[src/rtl/arb_pkg.sv]
// Shared types and default parameter values for the unified memory arbiter.
package arb_pkg;

   typedef enum logic [1:0] {IDLE, ISSUE, WAIT} arb_state_t;
   typedef enum logic {INSTR, DATA} owner_t;

   localparam int ARB_ADDR_W       = 32;
   localparam int ARB_DATA_W       = 32;
   localparam int ARB_STARVE_LIMIT = 4;
   // Wide enough for the largest legal STARVE_LIMIT (15).
   localparam int STREAK_W         = 4;

endpackage

[src/rtl/arb_starve_ctr.sv]
// Winner selection between fetch and load/store, plus the saturating streak
// counter that bounds how long a pending fetch can be starved by data traffic.
module arb_starve_ctr
   import arb_pkg::*;
#(
   parameter int STARVE_LIMIT = ARB_STARVE_LIMIT
) (
   input  logic clk,
   input  logic reset,
   input  logic arb_en,
   input  logic instr_req,
   input  logic data_req,
   output logic grant_data,
   output logic grant_instr,
   output logic forced
);

   localparam logic [STREAK_W-1:0] LIMIT = STREAK_W'(STARVE_LIMIT);

   logic [STREAK_W-1:0] streak;
   logic                at_limit;

   assign at_limit    = (streak == LIMIT);
   assign grant_data  = arb_en && data_req && !(instr_req && at_limit);
   assign grant_instr = arb_en && instr_req && !grant_data;
   assign forced      = arb_en && instr_req && data_req && at_limit;

   always_ff @(posedge clk) begin
      if (!reset) begin
         streak <= '0;
      end else if (arb_en) begin
         if (!instr_req || grant_instr) begin
            streak <= '0;
         end else if (grant_data && !at_limit) begin
            streak <= streak + 1'b1;
         end
      end
   end

endmodule

[src/rtl/unified_mem_arbiter.sv]
// Single-outstanding arbiter sharing one memory port between fetch and load/store.
// Optional performance counters are enabled with UNIFIED_MEM_ARB_PERF_EN.
module unified_mem_arbiter
   import arb_pkg::*;
#(
   parameter int ADDR_W       = ARB_ADDR_W,
   parameter int DATA_W       = ARB_DATA_W,
   parameter int STARVE_LIMIT = ARB_STARVE_LIMIT
`ifdef UNIFIED_MEM_ARB_PERF_EN
   ,
   parameter int CNT_W        = 32
`endif
) (
   input  logic                clk,
   input  logic                reset,
   input  logic                instr_req,
   input  logic [ADDR_W-1:0]   instr_addr,
   output logic [DATA_W-1:0]   instr_rdata,
   output logic                instr_valid,
   input  logic                data_req,
   input  logic                data_we,
   input  logic [ADDR_W-1:0]   data_addr,
   input  logic [DATA_W-1:0]   data_wdata,
   input  logic [DATA_W/8-1:0] data_be,
   output logic [DATA_W-1:0]   data_rdata,
   output logic                data_done,
   output logic                stall_if,
   output logic                stall_mem,
   output logic                mem_req,
   output logic                mem_we,
   output logic [ADDR_W-1:0]   mem_addr,
   output logic [DATA_W-1:0]   mem_wdata,
   output logic [DATA_W/8-1:0] mem_be,
   input  logic                mem_gnt,
   input  logic                mem_rvalid,
   input  logic [DATA_W-1:0]   mem_rdata
`ifdef UNIFIED_MEM_ARB_PERF_EN
   ,
   output logic [CNT_W-1:0]    perf_if_stall,
   output logic [CNT_W-1:0]    perf_mem_stall,
   output logic [CNT_W-1:0]    perf_starve
`endif
);

   arb_state_t state;
   owner_t     owner;
   logic       arb_idle;
   logic       grant_data;
   logic       grant_instr;
   logic       forced;
   logic       owner_req;
   logic       rsp_ok;
   logic       store_ack;

   assign arb_idle = (state == IDLE);

   arb_starve_ctr #(
      .STARVE_LIMIT (STARVE_LIMIT)
   ) u_starve (
      .clk         (clk),
      .reset       (reset),
      .arb_en      (arb_idle),
      .instr_req   (instr_req),
      .data_req    (data_req),
      .grant_data  (grant_data),
      .grant_instr (grant_instr),
      .forced      (forced)
   );

   always_ff @(posedge clk) begin
      if (!reset) begin
         state     <= IDLE;
         owner     <= INSTR;
         mem_we    <= 1'b0;
         mem_addr  <= '0;
         mem_wdata <= '0;
         mem_be    <= '0;
      end else begin
         case (state)
            IDLE: begin
               if (grant_data) begin
                  owner     <= DATA;
                  mem_we    <= data_we;
                  mem_addr  <= data_addr;
                  mem_wdata <= data_wdata;
                  mem_be    <= data_be;
                  state     <= ISSUE;
               end else if (grant_instr) begin
                  owner     <= INSTR;
                  mem_we    <= 1'b0;
                  mem_addr  <= instr_addr;
                  mem_wdata <= '0;
                  mem_be    <= '1;
                  state     <= ISSUE;
               end
            end
            ISSUE: begin
               if (mem_gnt) begin
                  state <= mem_we ? IDLE : WAIT;
               end
            end
            WAIT: begin
               if (mem_rvalid) begin
                  state <= IDLE;
               end
            end
            default: state <= IDLE;
         endcase
      end
   end

   // A response whose requester has dropped its request (flush) is discarded.
   assign owner_req = (owner == DATA) ? data_req : instr_req;
   assign rsp_ok    = reset && (state == WAIT) && mem_rvalid && owner_req;
   assign store_ack = reset && (state == ISSUE) && mem_gnt && mem_we;

   assign mem_req     = reset && (state == ISSUE);
   assign instr_valid = rsp_ok && (owner == INSTR);
   assign data_done   = (rsp_ok && (owner == DATA)) || store_ack;
   assign instr_rdata = mem_rdata;
   assign data_rdata  = mem_rdata;
   assign stall_if    = instr_req && !instr_valid;
   assign stall_mem   = data_req && !data_done;

`ifdef UNIFIED_MEM_ARB_PERF_EN
   always_ff @(posedge clk) begin
      if (!reset) begin
         perf_if_stall  <= '0;
         perf_mem_stall <= '0;
         perf_starve    <= '0;
      end else begin
         perf_if_stall  <= perf_if_stall + CNT_W'(stall_if);
         perf_mem_stall <= perf_mem_stall + CNT_W'(stall_mem);
         perf_starve    <= perf_starve + CNT_W'(forced);
      end
   end
`endif

   a_gnt_rvalid: assert property (@(posedge clk) disable iff (!reset)
      !((state == ISSUE) && mem_gnt && mem_rvalid))
      else $error("mem_gnt and mem_rvalid asserted together while issuing");

endmodule

[config.mk]
export PLATFORM = sky130hd
export DESIGN_NAME = unified_mem_arbiter
export DESIGN_NICKNAME = d
export VERILOG_FILES = /design/src/rtl/arb_pkg.sv /design/src/rtl/arb_starve_ctr.sv /design/src/rtl/unified_mem_arbiter.sv
export SDC_FILE = /design/constraint.sdc
export NUM_CORES = 1
export LEC_CHECK = 0
export ABC_CLOCK_PERIOD_IN_PS = 1800
export CORE_AREA = 2 2 108 110
export CTS_BUF_LIST = sky130_fd_sc_hd__clkbuf_8
export CTS_CLUSTER_DIAMETER = 30
export DETAILED_ROUTE_END_ITERATION = 6
export DIE_AREA = 0 0 110 112
export DONT_BUFFER_PORTS = 1
export GPL_TIMING_DRIVEN = 0
export PLACE_DENSITY = 0.61
export REMOVE_ABC_BUFFERS = 1
export SETUP_SLACK_MARGIN = 0.1
export SYNTH_ARGS = -nofsm -noshare
export SYNTH_HDL_FRONTEND = slang
export SYNTH_SLANG_ARGS = --single-unit
[constraint.sdc]
create_clock -name clk -period 1.8 [get_ports clk]
set_input_delay 0.54 -clock clk [delete_from_list [all_inputs] [get_ports clk]]
set_output_delay 0.54 -clock clk [all_outputs]
set_load 0.01 [all_outputs]
# Word-level counts from Yosys, hierarchy flattened
# Index checks and enable logic that the tools add are counted.
[word_totals]
in_bits = 139
regBits = 76
out_inout_bits = 138
[op_classes]
eq_ne = 6
n_mux = 18
reduce_logical = 30
bitwise_logic = 1
add_sub_neg = 1
[ops]
columns = ["cell", "n"]
rows = [
  ["2-to-1 mux 32 bit", 4],
  ["logical AND 1 bit", 16],
  ["2-to-1 mux 4 bit", 4],
  ["2-to-1 mux 2 bit", 5],
  ["zero test 1 bit", 6],
  ["one-hot mux 2 bit (3 select lines)", 1],
  ["adder 4 x 1 -> 4 bit, second input constant", 1],
  ["== test 4 x 3 -> 1 bit, second input constant", 1],
  ["2-to-1 mux 1 bit", 4],
  ["inequality test 2 bit, second input constant", 2],
  ["AND reduction 2 bit", 2],
  ["nonzero test 2 bit", 2],
  ["inequality test 3 bit, second input constant", 1],
  ["AND reduction 3 bit", 1],
  ["== test 2 x 1 -> 1 bit, second input constant", 1],
  ["== test 2 bit, second input constant", 1],
  ["zero test 2 bit", 1],
  ["logical OR 1 bit", 2],
  ["inverter 1 bit", 1],
]

# Longest topological paths before layout
[logic_depth]
depth_word = 9
depth_mapped = 7
ltp_nobuf = 5

# Hierarchy
# From an unflattened synthesis, not the netlist that was laid out.
[hier_totals]
cells_unflattened = 425
area_unflattened_um2 = 3935.0
[modules_own_cells]
columns = ["module", "cells_per_inst", "area_per_inst_um2", "n_inst", "seq_area_each_um2"]
rows = [
  ["unified_mem_arbiter", 392, 3677.3, 1, 1441.4],
  ["arb_starve_ctr", 33, 257.7, 1, 80.1],
]

# Worst setup path before layout
# No wires, ideal clock.
[synth_path]
kind = "input-to-output"
startpoint = "input reset"
endpoint = "output data_done"
slack_ps = 51
stages = 3
n_path_buf = 1
arrival_ps = 1209
cell_sequence = "clkbuf_1 > nand4_1 > o21ai_0"
[synth_via]
elab_chain_cells = 5
elab_cells_between_ends = 8
[synth_lines]
columns = ["item", "line_no", "rtl"]
rows = [
  ["from (decl)", "unified_mem_arbiter.sv:15", "input logic reset,"],
  ["logical AND 1 bit (3 in a row)", "unified_mem_arbiter.sv:114", "assign rsp_ok = reset && (state == WAIT) && mem_rvalid && owner_req;"],
  ["logical AND 1 bit", "unified_mem_arbiter.sv:119", "assign data_done = (rsp_ok && (owner == DATA)) || store_ack;"],
  ["logical OR 1 bit *", "unified_mem_arbiter.sv:119", ""],
  ["to (decl)", "unified_mem_arbiter.sv:26", "output logic data_done,"],
]
# Mark *: on every way between the ends. The rest lies on a longest branch, timed or not.

# Worst setup path after layout
[layout_path]
startpoint = "register state[1]"
endpoint = "output instr_valid"
[layout_via]
elab_chain_cells = 5
[layout_lines]
columns = ["item", "line_no", "rtl"]
rows = [
  ["from (decl)", "unified_mem_arbiter.sv:45", "arb_state_t state;"],
  ["from (signal assigned)", "unified_mem_arbiter.sv:99", "state <= mem_we ? IDLE : WAIT;"],
  ["== test 2 bit", "unified_mem_arbiter.sv:114", ""],
  ["logical AND 1 bit (3 in a row)", "unified_mem_arbiter.sv:114", ""],
  ["logical AND 1 bit", "unified_mem_arbiter.sv:118", "assign instr_valid = rsp_ok && (owner == INSTR);"],
  ["to (decl)", "unified_mem_arbiter.sv:19", "output logic instr_valid,"],
]
# Every way passes these cells.

==> run summary <==
layout cell share with drive strength beyond 1: 0.207
GRT Total Usage: 0.200
Nets: 552
Diodes inserted: 0
Setup Skew: 0.00560 ns
initial antenna violation count: 0
Reg2Reg Setup Slack: 0.13 ns
Core ar.: 11,200 µm²
Hold Path Class: in -> reg
crit path from: state[1]$_SDFFE_PN0P_
CP startpoint kind: flop
leakage power: 1.87 nW
R2R cell count: 7
power density over the cells: 977 nW/µm²
pre-CTS worst setup slack: -0.623 ns
gr ovfl total: 0
total CTS buffers: 9
Seq/Total Area, Yosys: 0.370
Synth Instances: 468
Initial Utilization: 0.368
# rows: 39
R2R Path Start: state[0]$_SDFFE_PN0P_
status: complete, but fails checks
Sink Count: 76
Slew @ Worst Pin: 1.24 ns
Max stage delay on crit path: 0.36 ns
Synth area leader: dfxtp_1
CP Capture Type: output port
count of final hold-check violations: 0
largest net degree at the start of global routing: 50
Synth top cells by count: dfxtp_1, buf_4, a21oi_1, nand3_1, o21ai_0
Chip Width: 110 µm
hold_ws: 0.301 ns
Setup Viol. Count Final: 3
Critical path destination: instr_valid
violation count after the first detailed-route iteration: 347
io pins: 277
RSZ-0062 raised after global routing: true
flops & latches, synth: 76
PnR worst setup slack: -0.0763 ns
Die H: 112 µm
Synth Warn #: 0
failing checks: setup timing
# fillers: 1,065
via-per-instance ratio: 6.26
crit path cell chain: nor2b_4 > and4b_2 > and2_4
largest cells by area after synthesis: dfxtp_1, buf_4, o311a_1
capturing point of the worst reg2reg path: mem_addr[14]$_SDFFE_PN0P_
clock-pin slew on the worst setup and hold paths: 0.08 ns
Most used DFF post-synth: dfxtp_1
Post-synth EDFFs: 0
final setup TNS: -0.158 ns
hpwl dp: 8.70 mm
CTS hold repair buffers: 0
per-cell routed wire length: 24.6 µm
drt pass-1 iters: 5
TritonCTS clock tree: done
share of flip-flops with an asynchronous set or reset: 0
H-tree depth: 3
first-pass GRT wire length: 18.5 mm
P&R area growth vs syn: 10.9%
routed vias: 3,497
Routed WL: 13.7 mm
Netlist cell types: 36
fin crit period: 1.88 ns
Die ar.: 12,300 µm²
syn_area_per_cell: 8.78 µm²
most numerous cell in the Yosys netlist: dfxtp_1
Root Driver: clkbuf_8
Max Slew Vio Count: 0
Bufs on Longest Clock Path: 2
I/O Buffers: 0
CP max stage cell: dfxtp_4
Max Cap Viol: 0
Max-slew headroom: 0.170
crit-path max FO: 4
Worst-Skew Late Latency: 0.36 ns
CP required: 1.26 ns
placer congestion estimate: 0.742
Final period util: 1.04
DRC: 0
Setup Crit Path Kind: reg -> out
DRT antenna net count: 0
critical path arrival: 1.34 ns
Peak supply drop: 0.000453 V
overall power: 4.45 mW
vias in the first global route: 3,165
Fmax: 533 MHz
Syn Std Cell Area: 4110 µm²
share of the synthesized area in the top cell type: 0.370
## placed cells by master (no fill, tap or decap), types with 4 or more instances in the layout
cell,n
clkbuf_16,7
clkbuf_8,11
and3_1,29
o221a_2,4
buf_12,5
and3_4,4
nand2_1,5
o21bai_1,32
o311a_1,32
a21oi_1,38
a21boi_0,19
dfxtp_1,72
o21ai_0,34
nand3_1,36
buf_4,22
a21boi_1,13
nand4b_1,4
## cell families after synthesis
family,synth area share
AO/OA/AOI/OAI,0.299
buffers and inverters,0.184
AND/OR/NAND/NOR,0.141
flip-flops,0.370
adder cells (fa/ha/maj),0.00609
## area by class of cell
| class | count | area (µm²) | share of cell area |
|---|---|---|---|
| inverter | 4 | 15.0 | 0.00330 |
| timing repair buffer | 44 | 669 | 0.147 |
| tap | 143 | 179 | 0.0393 |
| clock buffer | 11 | 151 | 0.0332 |
| clock inverter | 5 | 98.8 | 0.0217 |
| sequential | 76 | 1530 | 0.336 |
| multi-input combinational | 276 | 1910 | 0.419 |
## metrics by stage
stage          utilization  std cells  cell area, µm²
2_1_floorplan            -        356            3370
3_3_place_gp         0.317        499            3550
3_5_place_dp         0.333        507            3720
4_1_cts              0.379        540            4240
5_1_grt              0.408        559            4560
6_report             0.408        559            4560
## worst max-delay path, delay by kind of cell, from the launching register on
family | cells | cell delay [ns]
flip-flops | 1 | 0.36
AND/OR/NAND/NOR | 3 | 0.61
## worst min-delay path by stage
| stage | start | end | slack (ns) | cells after the start |
|---|---|---|---|---|
| finish | reset | mem_addr[26]$_SDFFE_PN0P_ | 0.30 | 1 |
| global route | reset | mem_addr[11]$_SDFFE_PN0P_ | 0.28 | 1 |
| CTS | reset | mem_addr[20]$_SDFFE_PN0P_ | 0.27 | 1 |
| detailed placement | owner$_SDFFE_PN0P_ | owner$_SDFFE_PN0P_ | 0.48 | 2 |
| global placement | u_starve.streak[1]$_SDFFE_PN0P_ | u_starve.streak[1]$_SDFFE_PN0P_ | 0.48 | 2 |
| floorplan | u_starve.streak[1]$_SDFFE_PN0P_ | u_starve.streak[1]$_SDFFE_PN0P_ | 0.46 | 2 |
## sequential cells by signal, indices dropped and copies added, names as in the netlist
signal,count
mem_wdata,32
state,2
mem_addr,32
owner,1
mem_be,4
u_starve.streak,4
mem_we,1
## per-layer routing
layer / part of all wire / track usage / wire [µm] / vias to the layer above
met5: 0.0030 / 0.0504 / 41 / -
met4: 0.012 / 0.0658 / 165 / 2
met3: 0.17 / 0.149 / 2280 / 15
met2: 0.44 / 0.275 / 6020 / 258
met1: 0.38 / 0.234 / 5230 / 1687
li1: - / - / - / 1535
## repair_timing
item	in CTS	in global routing
setup buffers	14	11
pin swaps	6	5
cloned	3	8
gates resized for setup	22	14
setup endpoints to repair	75	36
## power by group
part	total [mW]	switching, mW	internal [mW]
clock	1.63	0.639	0.990
sequential	2.02	0.176	1.84
combinational	0.808	0.381	0.427
No activity file was read; power rests on OpenSTA's default activity.
